===== src/rtl/instruction_fetch.sv =====
// IF stage plus IF/ID pipeline register for the 5-stage MIPS core, with delay-slot redirects.
// Define IFETCH_PERF_EN to add the fetch_count / bubble_count performance counters.
module instruction_fetch #(
    parameter logic [31:0] RESET_PC = 32'h0000_0000
) (
    input  logic        clk,
    input  logic        rst,
    output logic        imem_req,
    output logic [31:0] imem_addr,
    input  logic        imem_ack,
    input  logic [31:0] imem_rdata,
    input  logic        stall,
    input  logic        jump_branch,
    input  logic        jump_target,
    input  logic        jump_reg,
    input  logic [31:0] jr_pc,
    output logic [31:0] pc_id,
    output logic [31:0] instr_id,
    output logic        valid_id
`ifdef IFETCH_PERF_EN
    ,
    output logic [31:0] fetch_count,
    output logic [31:0] bubble_count
`endif
);

    typedef enum logic [1:0] {S_IDLE, S_REQ, S_HOLD} state_t;

    state_t      r_state;
    logic        r_imem_req;
    logic [31:0] r_fetch_pc;
    logic        r_redirect_pending;
    logic [31:0] r_redirect_pc;
    logic [31:0] r_skid_pc;
    logic [31:0] r_skid_instr;
    logic [31:0] r_pc_id;
    logic [31:0] r_instr_id;
    logic        r_valid_id;

    logic        w_id_accept;
    logic        w_redirect;
    logic        w_ack;
    logic        w_load_fetch;
    logic        w_load_skid;
    logic        w_bubble;
    logic [31:0] w_pc_plus4;
    logic [31:0] w_branch_off;
    logic [31:0] w_target_raw;
    logic [31:0] w_target;
    logic [31:0] w_next_fetch;

    assign w_id_accept  = ~r_valid_id | ~stall;
    assign w_redirect   = r_valid_id & ~stall & (jump_reg | jump_target | jump_branch);
    assign w_ack        = (r_state == S_REQ) & imem_ack;
    assign w_load_fetch = w_ack & w_id_accept;
    assign w_load_skid  = (r_state == S_HOLD) & ~stall;
    // HOLD always has a skid entry to hand over, so it never produces a bubble.
    assign w_bubble     = w_id_accept & ~w_ack & (r_state != S_HOLD);

    assign w_pc_plus4   = r_pc_id + 32'd4;
    assign w_branch_off = {{14{r_instr_id[15]}}, r_instr_id[15:0], 2'b00};
    assign w_next_fetch = r_redirect_pending ? r_redirect_pc : (r_fetch_pc + 32'd4);
    assign w_target     = w_target_raw & ~32'h0000_0003;

    // NOTE: the default assignment first covers every path, so no latch is inferred.
    always_comb begin
        w_target_raw = w_pc_plus4 + w_branch_off;
        if (jump_reg) begin
            w_target_raw = jr_pc;
        end else if (jump_target) begin
            w_target_raw = {w_pc_plus4[31:28], r_instr_id[25:0], 2'b00};
        end
    end

    // NOTE: sequential state uses non-blocking assignments so every register samples pre-edge values.
    always_ff @(posedge clk) begin
        if (rst) begin
            r_state            <= S_IDLE;
            r_imem_req         <= 1'b0;
            r_fetch_pc         <= RESET_PC;
            r_redirect_pending <= 1'b0;
            r_redirect_pc      <= RESET_PC;
            r_skid_pc          <= RESET_PC;
            r_skid_instr       <= 32'h0;
        end else begin
            case (r_state)
                S_IDLE: begin
                    r_state    <= S_REQ;
                    r_imem_req <= 1'b1;
                end
                S_REQ: begin
                    if (imem_ack) begin
                        // A redirect seen together with the delay-slot ack skips B+8 entirely.
                        r_fetch_pc         <= w_redirect ? w_target : w_next_fetch;
                        r_redirect_pending <= 1'b0;
                        if (!w_id_accept) begin
                            r_skid_pc    <= r_fetch_pc;
                            r_skid_instr <= imem_rdata;
                            r_state      <= S_HOLD;
                            r_imem_req   <= 1'b0;
                        end
                    end else if (w_redirect) begin
                        r_redirect_pc      <= w_target;
                        r_redirect_pending <= 1'b1;
                    end
                end
                S_HOLD: begin
                    if (w_redirect) begin
                        r_fetch_pc <= w_target;
                    end
                    if (!stall) begin
                        r_state    <= S_REQ;
                        r_imem_req <= 1'b1;
                    end
                end
                default: begin
                    r_state    <= S_IDLE;
                    r_imem_req <= 1'b0;
                end
            endcase
        end
    end

    always_ff @(posedge clk) begin
        if (rst) begin
            r_pc_id    <= RESET_PC;
            r_instr_id <= 32'h0;
            r_valid_id <= 1'b0;
        end else if (w_load_fetch) begin
            r_pc_id    <= r_fetch_pc;
            r_instr_id <= imem_rdata;
            r_valid_id <= 1'b1;
        end else if (w_load_skid) begin
            r_pc_id    <= r_skid_pc;
            r_instr_id <= r_skid_instr;
            r_valid_id <= 1'b1;
        end else if (w_bubble) begin
            r_instr_id <= 32'h0;
            r_valid_id <= 1'b0;
        end
    end

`ifdef IFETCH_PERF_EN
    logic [31:0] r_fetch_count;
    logic [31:0] r_bubble_count;

    always_ff @(posedge clk) begin
        if (rst) begin
            r_fetch_count  <= 32'h0;
            r_bubble_count <= 32'h0;
        end else begin
            if (w_ack)    r_fetch_count  <= r_fetch_count + 32'd1;
            if (w_bubble) r_bubble_count <= r_bubble_count + 32'd1;
        end
    end

    assign fetch_count  = r_fetch_count;
    assign bubble_count = r_bubble_count;
`endif

    assign imem_req  = r_imem_req;
    assign imem_addr = r_fetch_pc;
    assign pc_id     = r_pc_id;
    assign instr_id  = r_instr_id;
    assign valid_id  = r_valid_id;

endmodule

===== config.mk =====
export PLATFORM = sky130hd
export DESIGN_NAME = instruction_fetch
export DESIGN_NICKNAME = d
export VERILOG_FILES = /design/src/rtl/instruction_fetch.sv
export SDC_FILE = /design/constraint.sdc
export NUM_CORES = 1
export LEC_CHECK = 0
export ABC_AREA = 1
export BUFFER_PORTS_ARGS = -buffer_cell sky130_fd_sc_hd__buf_4
export CORE_MARGIN = 2
export CORE_UTILIZATION = 53
export DETAILED_ROUTE_END_ITERATION = 16
export HOLD_SLACK_MARGIN = 0.12
export PLACE_DENSITY = 0.83
export RECOVER_POWER = 50
export SETUP_SLACK_MARGIN = 0.1
export SYNTH_ARGS = -nofsm -noshare
export SYNTH_HDL_FRONTEND = slang
export SYNTH_SLANG_ARGS = --single-unit

===== constraint.sdc =====
create_clock -name clk -period 3.2 [get_ports clk]
set_clock_uncertainty 0.15 [all_clocks]
set_input_delay 0.48 -clock clk [delete_from_list [all_inputs] [get_ports clk]]
set_output_delay 0.48 -clock clk [all_outputs]
set_load 0.03 [all_outputs]

==> results of run 1 <==
## worst paths after layout
check	cells past startpoint	endpoint	slack, ps	from
worst max-delay path	22	r_redirect_pc[18]	-140	pc_id[3]
worst max register to register	22	r_redirect_pc[18]	-140	pc_id[3]
worst min-delay path	3	r_skid_instr[30]	130	imem_rdata[30]
worst min register to register	2	r_skid_instr[11]	310	r_skid_instr[11]
## power breakdown
group          switching [mW]  internal [mW]  total [mW]
clock network            1.11           1.13        2.24
registers               0.105           2.42        2.53
logic                   0.865          0.500        1.36
## placed cells by master, fill, tap and decap left out, types with 11 or more instances in the layout
master / instances
sky130_fd_sc_hd__xor2_2: 12
sky130_fd_sc_hd__nand2_4: 26
sky130_fd_sc_hd__ha_1: 11
sky130_fd_sc_hd__inv_2: 27
sky130_fd_sc_hd__nand3_1: 84
sky130_fd_sc_hd__o21ai_1: 17
sky130_fd_sc_hd__a21oi_2: 24
sky130_fd_sc_hd__clkbuf_1: 74
sky130_fd_sc_hd__nand3_2: 31
sky130_fd_sc_hd__buf_4: 258
sky130_fd_sc_hd__nor2_2: 17
sky130_fd_sc_hd__o21ai_0: 166
sky130_fd_sc_hd__nand4_1: 19
sky130_fd_sc_hd__a21oi_1: 168
sky130_fd_sc_hd__a211oi_1: 23
sky130_fd_sc_hd__nand2_2: 77
sky130_fd_sc_hd__ha_4: 22
sky130_fd_sc_hd__nor2_1: 126
sky130_fd_sc_hd__o211ai_1: 28
sky130_fd_sc_hd__nor3_1: 18
sky130_fd_sc_hd__nor2_4: 22
sky130_fd_sc_hd__nand2_1: 379
sky130_fd_sc_hd__clkbuf_16: 17
sky130_fd_sc_hd__xor2_1: 25
sky130_fd_sc_hd__inv_1: 216
sky130_fd_sc_hd__buf_6: 13
sky130_fd_sc_hd__o21ai_2: 11
sky130_fd_sc_hd__dfxtp_1: 183
## cell type report
type / instances / area, µm²
multi-input combinational: 1381 / 8390
clock inverter: 15 / 189
clock buffer: 17 / 425
inverter: 245 / 921
sequential: 188 / 3770
tap: 285 / 357
fill: 1714 / 5880
timing repair buffer: 356 / 2500
## repair_timing
| item | CTS | global route |
|---|---|---|
| endpoints found under the setup margin | 47 | 49 |
| pin swaps | 63 | 94 |
| setup buffers | 9 | 16 |
| hold buffers | 8 | 0 |
| resized for setup | 188 | 180 |
| endpoints found under the hold margin | 8 | 0 |
## kinds of logic after synthesis
| logic type | count (synthesis) |
|---|---|
| DFF | 188 |
| AOI/OAI and AO/OA | 471 |
| and+or+nand+nor | 826 |
| buffers and inverters | 344 |
| adders and majority gates | 37 |
| other | 1 |
| xor gates and xnor gates | 43 |
## stage by stage
stage               util, %  area (µm²)
floorplan                 -       12000
global route           73.8       16600
CTS                    71.3       16000
finish                 73.8       16600
detailed placement     64.4       14400
global placement       64.4       14400
## worst max-delay path: stages, from the launching register on
cell,delay (ps)
sky130_fd_sc_hd__dfxtp_4,370
sky130_fd_sc_hd__buf_6,120
sky130_fd_sc_hd__nand3_4,100
sky130_fd_sc_hd__nor3_4,230
sky130_fd_sc_hd__nand4_4,170
sky130_fd_sc_hd__buf_6,170
sky130_fd_sc_hd__xor2_2,130
sky130_fd_sc_hd__buf_6,130
sky130_fd_sc_hd__ha_4,230
sky130_fd_sc_hd__nand2_2,70
sky130_fd_sc_hd__nand2_2,50
sky130_fd_sc_hd__o21bai_1,170
sky130_fd_sc_hd__buf_4,150
sky130_fd_sc_hd__nand2_4,60
sky130_fd_sc_hd__nand2_4,50
sky130_fd_sc_hd__inv_2,50
sky130_fd_sc_hd__nand2_2,80
sky130_fd_sc_hd__a21oi_2,180
sky130_fd_sc_hd__o21ai_1,110
sky130_fd_sc_hd__nand2_2,150
sky130_fd_sc_hd__nand2_4,110
sky130_fd_sc_hd__o21ai_2,150
sky130_fd_sc_hd__inv_1,50
## registers in the layout (all words and copies together) (netlist names)
| signal | cells |
|---|---|
| instr_id | 32 |
| pc_id | 30 |
| r_skid_instr | 32 |
| r_redirect_pending | 1 |
| r_skid_pc | 30 |
| r_redirect_pc | 30 |
| valid_id | 1 |
| imem_addr | 30 |
| r_state | 2 |
## layer usage
layer	global-route usage, %	vias to the layer above	part of all wire [%]	wire length [µm]
li1	-	6770	-	-
met1	49.1	6825	38	18400
met2	61.5	1074	46	22300
met3	7.12	226	11	5340
met4	19.3	0	5.9	2870
met5	0	-	0	0
==> report_table.html, run 1 <==
<table>
<tr><th>Metric</th><th>Value</th></tr>
<tr><th colspan="2">Run status</th></tr>
<tr><td>Status</td><td>complete, but fails checks</td></tr>
<tr><td>Failing checks</td><td>negative setup slack</td></tr>
<tr><th colspan="2">GRT</th></tr>
<tr><td>Vias in the first global route</td><td>13,400</td></tr>
<tr><td>Combined global-route utilization of all metal layers</td><td>38.2%</td></tr>
<tr><td>Global-route wire length before repair</td><td>just over 70,000 µm</td></tr>
<tr><td>Antenna violations before repair</td><td>0</td></tr>
<tr><td>Maximum number of pins on one net before global-route repair</td><td>57</td></tr>
<tr><td>Total overflow reported by the global router</td><td>0</td></tr>
<tr><th colspan="2">STA</th></tr>
<tr><td>Total of endpoints with negative setup slack in the final report</td><td>29</td></tr>
<tr><td>Final sum of negative setup slack</td><td>-2050 ps</td></tr>
<tr><td>Portion of the clock cycle consumed by the worst path in the final layout</td><td>104%</td></tr>
<tr><td>Hold_ws</td><td>126 ps</td></tr>
<tr><td>Highest Clock Rate</td><td>approximately 300 MHz</td></tr>
<tr><td>Actual transition at the worst max-transition pin</td><td>1320 ps</td></tr>
<tr><td>Final number of max-transition violations</td><td>0</td></tr>
<tr><td>RSZ-0062 raised after global routing</td><td>yes</td></tr>
<tr><td>Fin crit period</td><td>3340 ps</td></tr>
<tr><td>Relative slew slack</td><td>roughly 12%</td></tr>
<tr><td>Final setup slack of the worst path</td><td>-138 ps</td></tr>
<tr><td>Hold Violations, Final</td><td>0</td></tr>
<tr><th colspan="2">Synth</th></tr>
<tr><td>Top cell type's share of synthesized area</td><td>31.4%</td></tr>
<tr><td>Leading post-synthesis cells by cell area</td><td>sky130_fd_sc_hd__dfxtp_1, sky130_fd_sc_hd__nand2_1, sky130_fd_sc_hd__a21oi_1</td></tr>
<tr><td>Share of synthesized area spent on multiplexers</td><td>0%</td></tr>
<tr><td>Area share of xor/xnor cells in the synthesized design</td><td>between 3 and 4%</td></tr>
<tr><td>Area share of fa/ha/maj cells after synthesis</td><td>roughly 3.9%</td></tr>
<tr><td>Prevailing post-synth register cell</td><td>sky130_fd_sc_hd__dfxtp_1</td></tr>
<tr><td>Synth Register Bits</td><td>between 150 and 200</td></tr>
<tr><td>Commonest cells in the synthesized netlist</td><td>sky130_fd_sc_hd__nand2_1, sky130_fd_sc_hd__inv_1, sky130_fd_sc_hd__a21oi_1</td></tr>
<tr><td>Most area-hungry cell type in the Yosys netlist</td><td>sky130_fd_sc_hd__dfxtp_1</td></tr>
<tr><td>Cell count after synthesis</td><td>roughly 1,900</td></tr>
<tr><td>Number of enable-type register cells in the synthesized netlist</td><td>0</td></tr>
<tr><td>Leading cell type by number of instances after synthesis</td><td>sky130_fd_sc_hd__nand2_1</td></tr>
<tr><td>Main combinational cell family by area after synthesis</td><td>simple AND/OR/NAND/NOR gates</td></tr>
<tr><td>Netlist area before placement</td><td>0.0120 mm²</td></tr>
<tr><td>Total of warnings raised by yosys</td><td>0</td></tr>
<tr><td>Synth Area in Simple Gates</td><td>just under 30%</td></tr>
<tr><td>Share of flip-flops with an asynchronous set or reset after synthesis</td><td>0%</td></tr>
<tr><td>Synthesized area per cell</td><td>6.28 µm²</td></tr>
<tr><td>Count of different cell masters after synthesis</td><td>47</td></tr>
<tr><td>Share of the synthesized area in compound gates (AO/OA/AOI/OAI)</td><td>21.3%</td></tr>
<tr><td>Sequential share of the synthesized area</td><td>a little under a third</td></tr>
<tr><th colspan="2">Floorplanning</th></tr>
<tr><td>Number of ports placed on the die boundary</td><td>169</td></tr>
<tr><td>Placement Rows</td><td>55</td></tr>
<tr><td>Area enclosed by the die boundary</td><td>0.0239 mm²</td></tr>
<tr><td>Effective utilization at floorplan</td><td>53.5%</td></tr>
<tr><td>Vertical die dimension</td><td>154 µm</td></tr>
<tr><td>Core outline area</td><td>0.0224 mm²</td></tr>
<tr><td>X dimension of the die</td><td>approximately 150 µm</td></tr>
<tr><th colspan="2">Routing</th></tr>
<tr><td>Drt total wl</td><td>48,900 µm</td></tr>
<tr><td>Vias per cell</td><td>~6</td></tr>
<tr><td>Drt wl/cell</td><td>19.7 µm</td></tr>
<tr><td>First-pass iteration count of the detailed router</td><td>7</td></tr>
<tr><td>Number of remaining DRC errors</td><td>0</td></tr>
<tr><td>Number of antenna-violating nets in the routed design</td><td>0</td></tr>
<tr><td>DRC violation total after the first TritonRoute iteration</td><td>1,992</td></tr>
<tr><td>Routed vias</td><td>14,900</td></tr>
<tr><th colspan="2">Worst hold path</th></tr>
<tr><td>Classification of the worst-slack hold path</td><td>primary input to register</td></tr>
<tr><th colspan="2">Layout</th></tr>
<tr><td>Share of layout cells above drive strength 1</td><td>28.2%</td></tr>
<tr><td>Antenna cell count</td><td>0</td></tr>
<tr><td>Area growth from synthesis to layout</td><td>37.9%</td></tr>
<tr><td>Non-filler instance count after layout</td><td>roughly 2,500</td></tr>
<tr><td>Total Nets Final</td><td>2,297</td></tr>
<tr><th colspan="2">Placed design</th></tr>
<tr><td>Half-perimeter wire length of the detailed placement result</td><td>33,500 µm</td></tr>
<tr><td>Pre-CTS setup slack</td><td>-346 ps</td></tr>
<tr><td>Placed Cells incl. Taps</td><td>about 2,400</td></tr>
<tr><td>Final GP Congestion</td><td>0.995</td></tr>
<tr><td>Count of buffers inserted at the top-level ports</td><td>approximately 160</td></tr>
<tr><th colspan="2">Pwr</th></tr>
<tr><td>Leak</td><td>about 7.6 nW</td></tr>
<tr><td>Peak supply drop</td><td>0.397 mV</td></tr>
<tr><td>Power density normalized to cell area</td><td>~370 mW/mm²</td></tr>
<tr><td>Total power</td><td>approximately 6.1 mW</td></tr>
<tr><th colspan="2">Worst setup path</th></tr>
<tr><td>Maximum net fanout on the critical path</td><td>4</td></tr>
<tr><td>Data arrival time at the worst-slack endpoint</td><td>3540 ps</td></tr>
<tr><td>Kind of start point of the critical path</td><td>register</td></tr>
<tr><td>Endpoint required time on the critical path</td><td>3410 ps</td></tr>
<tr><td>Critical path start-end classification</td><td>register to register</td></tr>
<tr><td>Capturing element type of the critical path</td><td>register</td></tr>
<tr><th colspan="2">CTS</th></tr>
<tr><td>Clock tree from TritonCTS</td><td>built</td></tr>
<tr><td>Worst skew pair latency</td><td>460 ps</td></tr>
<tr><td>Clock tree root buffer cell</td><td>sky130_fd_sc_hd__clkbuf_16</td></tr>
<tr><td>Htree depth</td><td>4</td></tr>
<tr><td>Sink Count</td><td>approximately 190</td></tr>
<tr><td>Buffer depth of the longest clock path</td><td>2</td></tr>
<tr><td>Clk pin slew, worst setup/hold paths</td><td>80 ps</td></tr>
<tr><td>CTS Buf Count</td><td>17</td></tr>
<tr><th colspan="2">Flow run</th></tr>
<tr><td>Total of max-cap violations</td><td>0</td></tr>
</table>
(Power assumes the default switching activity.)
==> run 2, diff against run 1 <==
--- a/config.mk
+++ b/config.mk
@@ -6,7 +6,7 @@
 export NUM_CORES = 1
 export LEC_CHECK = 0
 export ABC_AREA = 1
-export BUFFER_PORTS_ARGS = -buffer_cell sky130_fd_sc_hd__buf_4
+export BUFFER_PORTS_ARGS = -buffer_cell sky130_fd_sc_hd__buf_2
 export CORE_MARGIN = 2
 export CORE_UTILIZATION = 53
 export DETAILED_ROUTE_END_ITERATION = 16
==> report_table.html, run 2 (synthesized netlist as in run 1, its figures left out) <==
<table>
<tr><th>Metric</th><th>Value</th></tr>
<tr><th colspan="2">Run status</th></tr>
<tr><td>Status</td><td>complete, but fails checks (unchanged)</td></tr>
<tr><td>Failing checks</td><td>negative setup slack (unchanged)</td></tr>
<tr><th colspan="2">STA</th></tr>
<tr><td>Hold Violations, Final</td><td>0 (unchanged)</td></tr>
<tr><td>Actual transition at the worst max-transition pin</td><td>1020 ps (was 1320 ps)</td></tr>
<tr><td>Final number of max-transition violations</td><td>0 (unchanged)</td></tr>
<tr><td>Portion of the clock cycle consumed by the worst path in the final layout</td><td>109% (was 104%)</td></tr>
<tr><td>Total of endpoints with negative setup slack in the final report</td><td>38 (was 29)</td></tr>
<tr><td>Relative slew slack</td><td>31.7% (was 11.6%)</td></tr>
<tr><td>Highest Clock Rate</td><td>286 MHz (was 300 MHz)</td></tr>
<tr><td>Final setup slack of the worst path</td><td>-297 ps (was -138 ps)</td></tr>
<tr><td>Fin crit period</td><td>3500 ps (was 3340 ps)</td></tr>
<tr><td>RSZ-0062 raised after global routing</td><td>yes (unchanged)</td></tr>
<tr><th colspan="2">GRT</th></tr>
<tr><td>Vias in the first global route</td><td>13,200 (was 13,400)</td></tr>
<tr><td>Maximum number of pins on one net before global-route repair</td><td>70 (was 57)</td></tr>
<tr><td>Combined global-route utilization of all metal layers</td><td>37.5% (was 38.2%)</td></tr>
<tr><td>Total overflow reported by the global router</td><td>0 (unchanged)</td></tr>
<tr><td>Antenna violations before repair</td><td>1 (was 0)</td></tr>
<tr><td>Global-route wire length before repair</td><td>70,500 µm (was 71,600 µm)</td></tr>
<tr><th colspan="2">Worst setup path</th></tr>
<tr><td>Data arrival time at the worst-slack endpoint</td><td>3660 ps (was 3540 ps)</td></tr>
<tr><td>Kind of start point of the critical path</td><td>register (unchanged)</td></tr>
<tr><td>Critical path start-end classification</td><td>register to register (unchanged)</td></tr>
<tr><td>Endpoint required time on the critical path</td><td>3360 ps (was 3410 ps)</td></tr>
<tr><td>Capturing element type of the critical path</td><td>register (unchanged)</td></tr>
<tr><td>Endpoint of the worst register-to-register path</td><td>imem_addr[21] (was r_redirect_pc[18])</td></tr>
<tr><td>RR Startpoint</td><td>pc_id[2] (was pc_id[3])</td></tr>
<tr><td>Length in cells of the worst reg-to-reg path</td><td>23 (was 22)</td></tr>
<tr><td>Maximum net fanout on the critical path</td><td>4 (unchanged)</td></tr>
<tr><td>Setup slack of the most critical reg-to-reg path</td><td>-300 ps (was -140 ps)</td></tr>
<tr><th colspan="2">Routing</th></tr>
<tr><td>First-pass iteration count of the detailed router</td><td>6 (was 7)</td></tr>
<tr><td>Number of remaining DRC errors</td><td>0 (unchanged)</td></tr>
<tr><td>Routed vias</td><td>14,500 (was 14,900)</td></tr>
<tr><td>Drt total wl</td><td>46,600 µm (was 48,900 µm)</td></tr>
<tr><td>Drt wl/cell</td><td>18.9 µm (was 19.7 µm)</td></tr>
<tr><td>DRC violation total after the first TritonRoute iteration</td><td>1,800 (was 1,992)</td></tr>
<tr><td>Number of antenna-violating nets in the routed design</td><td>0 (unchanged)</td></tr>
<tr><td>Vias per cell</td><td>5.86 (was 5.99)</td></tr>
<tr><th colspan="2">Layout</th></tr>
<tr><td>Commonest non-fill, non-tap cell in the layout</td><td>sky130_fd_sc_hd__nand2_1 (unchanged)</td></tr>
<tr><td>Area growth from synthesis to layout</td><td>35.8% (was 37.9%)</td></tr>
<tr><td>Share of layout cells above drive strength 1</td><td>31.3% (was 28.2%)</td></tr>
<tr><td>Total Nets Final</td><td>2,276 (was 2,297)</td></tr>
<tr><td>Most frequent cells in the layout</td><td>sky130_fd_sc_hd__nand2_1, sky130_fd_sc_hd__inv_1, sky130_fd_sc_hd__dfxtp_1, sky130_fd_sc_hd__o21ai_0, sky130_fd_sc_hd__a21oi_1 (was sky130_fd_sc_hd__nand2_1, sky130_fd_sc_hd__buf_4, sky130_fd_sc_hd__inv_1, sky130_fd_sc_hd__dfxtp_1, sky130_fd_sc_hd__a21oi_1)</td></tr>
<tr><td>Antenna cell count</td><td>0 (unchanged)</td></tr>
<tr><td>Fin util</td><td>72.6% (was 73.8%)</td></tr>
<tr><th colspan="2">Placed design</th></tr>
<tr><td>Half-perimeter wire length of the detailed placement result</td><td>33,100 µm (was 33,500 µm)</td></tr>
<tr><td>Count of buffers inserted at the top-level ports</td><td>162 (unchanged)</td></tr>
<tr><td>Pre-CTS setup slack</td><td>-451 ps (was -346 ps)</td></tr>
<tr><td>Final GP Congestion</td><td>0.987 (was 0.995)</td></tr>
<tr><th colspan="2">CTS</th></tr>
<tr><td>Clk pin slew, worst setup/hold paths</td><td>80 ps (about the same)</td></tr>
<tr><td>Clock tree from TritonCTS</td><td>built (unchanged)</td></tr>
<tr><td>Htree depth</td><td>4 (unchanged)</td></tr>
<tr><td>Buffer depth of the longest clock path</td><td>2 (unchanged)</td></tr>
<tr><td>CTS Buf Count</td><td>17 (unchanged)</td></tr>
<tr><td>Clock tree root buffer cell</td><td>sky130_fd_sc_hd__clkbuf_16 (unchanged)</td></tr>
<tr><td>Sink Count</td><td>188 (unchanged)</td></tr>
<tr><td>Worst skew pair latency</td><td>460 ps (about the same)</td></tr>
<tr><th colspan="2">Floorplanning</th></tr>
<tr><td>Area enclosed by the die boundary</td><td>0.0239 mm² (unchanged)</td></tr>
<tr><td>Core outline area</td><td>0.0224 mm² (unchanged)</td></tr>
<tr><td>Effective utilization at floorplan</td><td>53.5% (unchanged)</td></tr>
<tr><td>Vertical die dimension</td><td>154 µm (unchanged)</td></tr>
<tr><td>Number of ports placed on the die boundary</td><td>169 (unchanged)</td></tr>
<tr><td>Placement Rows</td><td>55 (unchanged)</td></tr>
<tr><td>X dimension of the die</td><td>154 µm (unchanged)</td></tr>
<tr><th colspan="2">Worst hold path</th></tr>
<tr><td>Classification of the worst-slack hold path</td><td>primary input to register (unchanged)</td></tr>
<tr><td>Hold-critical path depth</td><td>3 (unchanged)</td></tr>
<tr><td>Hold-critical path endpoint</td><td>r_skid_instr[4] (was r_skid_instr[30])</td></tr>
<tr><td>Hold Crit Start</td><td>imem_rdata[4] (was imem_rdata[30])</td></tr>
<tr><th colspan="2">Pwr</th></tr>
<tr><td>Leak</td><td>7.79 nW (was 7.62 nW)</td></tr>
<tr><td>Power density normalized to cell area</td><td>372 mW/mm² (was 371 mW/mm²)</td></tr>
<tr><td>Peak supply drop</td><td>0.382 mV (was 0.397 mV)</td></tr>
<tr><th colspan="2">Flow run</th></tr>
<tr><td>Total of max-cap violations</td><td>0 (unchanged)</td></tr>
</table>
run 2: cell count changes in the layout (fill, tap and decap cells not counted), moves of 5 or more:
cell and change:
sky130_fd_sc_hd__nor2_2 -7, sky130_fd_sc_hd__nor2_4 +6, sky130_fd_sc_hd__dlygate4sd3_1 -5, sky130_fd_sc_hd__o21ai_1 -5, sky130_fd_sc_hd__buf_2 +162, sky130_fd_sc_hd__buf_4 -104, sky130_fd_sc_hd__clkbuf_1 -74, sky130_fd_sc_hd__inv_1 -5
run 2: worst max path at each step:
| stage | to | startpoint | slack [ps] |
|---|---|---|---|
| finish | imem_addr[21] | pc_id[2] | -300 |
| global route | imem_addr[28] | pc_id[2] | -390 |
| CTS | imem_addr[29] | pc_id[3] | -60 |
| detailed placement | r_redirect_pc[17] | pc_id[3] | -450 |
| global placement | r_redirect_pc[17] | pc_id[3] | -400 |
| floorplan | imem_addr[29] | pc_id[3] | 100 |
run 2: where the power goes:
part / internal [mW] / switching [mW]
Sequential: 2.42 / 0.114
Clock: 1.13 / 1.11
Combinational: 0.457 / 0.834
Total: 4.01 / 2.06
run 2: per-stage QoR:
step / power, mW / hold slack [ps] / TNS (ps) / instance area, µm² / cells
3_5_place_dp: 3.64 / 296 / -9340 / 14000 / 2413
3_3_place_gp: 3.62 / 290 / -7970 / 14000 / 2413
5_1_grt: 6.25 / 130 / -10280 / 16300 / 2466
4_1_cts: 5.92 / 122 / -755 / 15400 / 2454
2_1_floorplan: 3.17 / 274 / 0 / 12000 / 1913
6_report: 6.07 / 122 / -4700 / 16300 / 2466
run 2: critical path, cell delays in order (launching register included):
cell and delay (ps):
sky130_fd_sc_hd__dfxtp_2 370, sky130_fd_sc_hd__ha_4 140, sky130_fd_sc_hd__nand2_1 60, sky130_fd_sc_hd__nor2_1 170, sky130_fd_sc_hd__buf_4 190, sky130_fd_sc_hd__inv_4 50
sky130_fd_sc_hd__buf_6 130, sky130_fd_sc_hd__nor2_2 110, sky130_fd_sc_hd__nand3_2 150, sky130_fd_sc_hd__xor2_4 250, sky130_fd_sc_hd__ha_4 260, sky130_fd_sc_hd__nand2_1 70
sky130_fd_sc_hd__nand2_2 70, sky130_fd_sc_hd__inv_1 70, sky130_fd_sc_hd__o21ai_2 70, sky130_fd_sc_hd__a21oi_2 210, sky130_fd_sc_hd__buf_4 160, sky130_fd_sc_hd__nand3_1 90
sky130_fd_sc_hd__nand2_1 120, sky130_fd_sc_hd__nand3_2 100, sky130_fd_sc_hd__nand2_4 150, sky130_fd_sc_hd__nand3_1 70, sky130_fd_sc_hd__nand2_1 90, sky130_fd_sc_hd__a21oi_2 50
run 2: cell type report:
cell class              instances  area (µm²)
clock buffers                  17         425
fillers                      1780        6140
multi-input cells            1381        8430
repair buffers                335        2200
well taps                     285         357
inverters                     245         923
flip-flops and latches        188        3780
clock inverters                15         184
run 2: layer usage:
metal  global-route usage [%]  wire length [µm]  up-vias
li1                         -                 -     6730
met1                     49.5             18400     6697
met2                     59.5             20900      853
met3                     6.30              4620      181
met4                     18.5              2710        2
met5                        0                13        -
run 2: repair_timing:
item                                    in CTS  in global routing
hold buffers                                 3                  0
endpoints found under the setup margin      48                 49
setup buffers                                6                 13
pin swaps                                   49                111
resized for setup                          156                217
endpoints found under the hold margin        3                  0
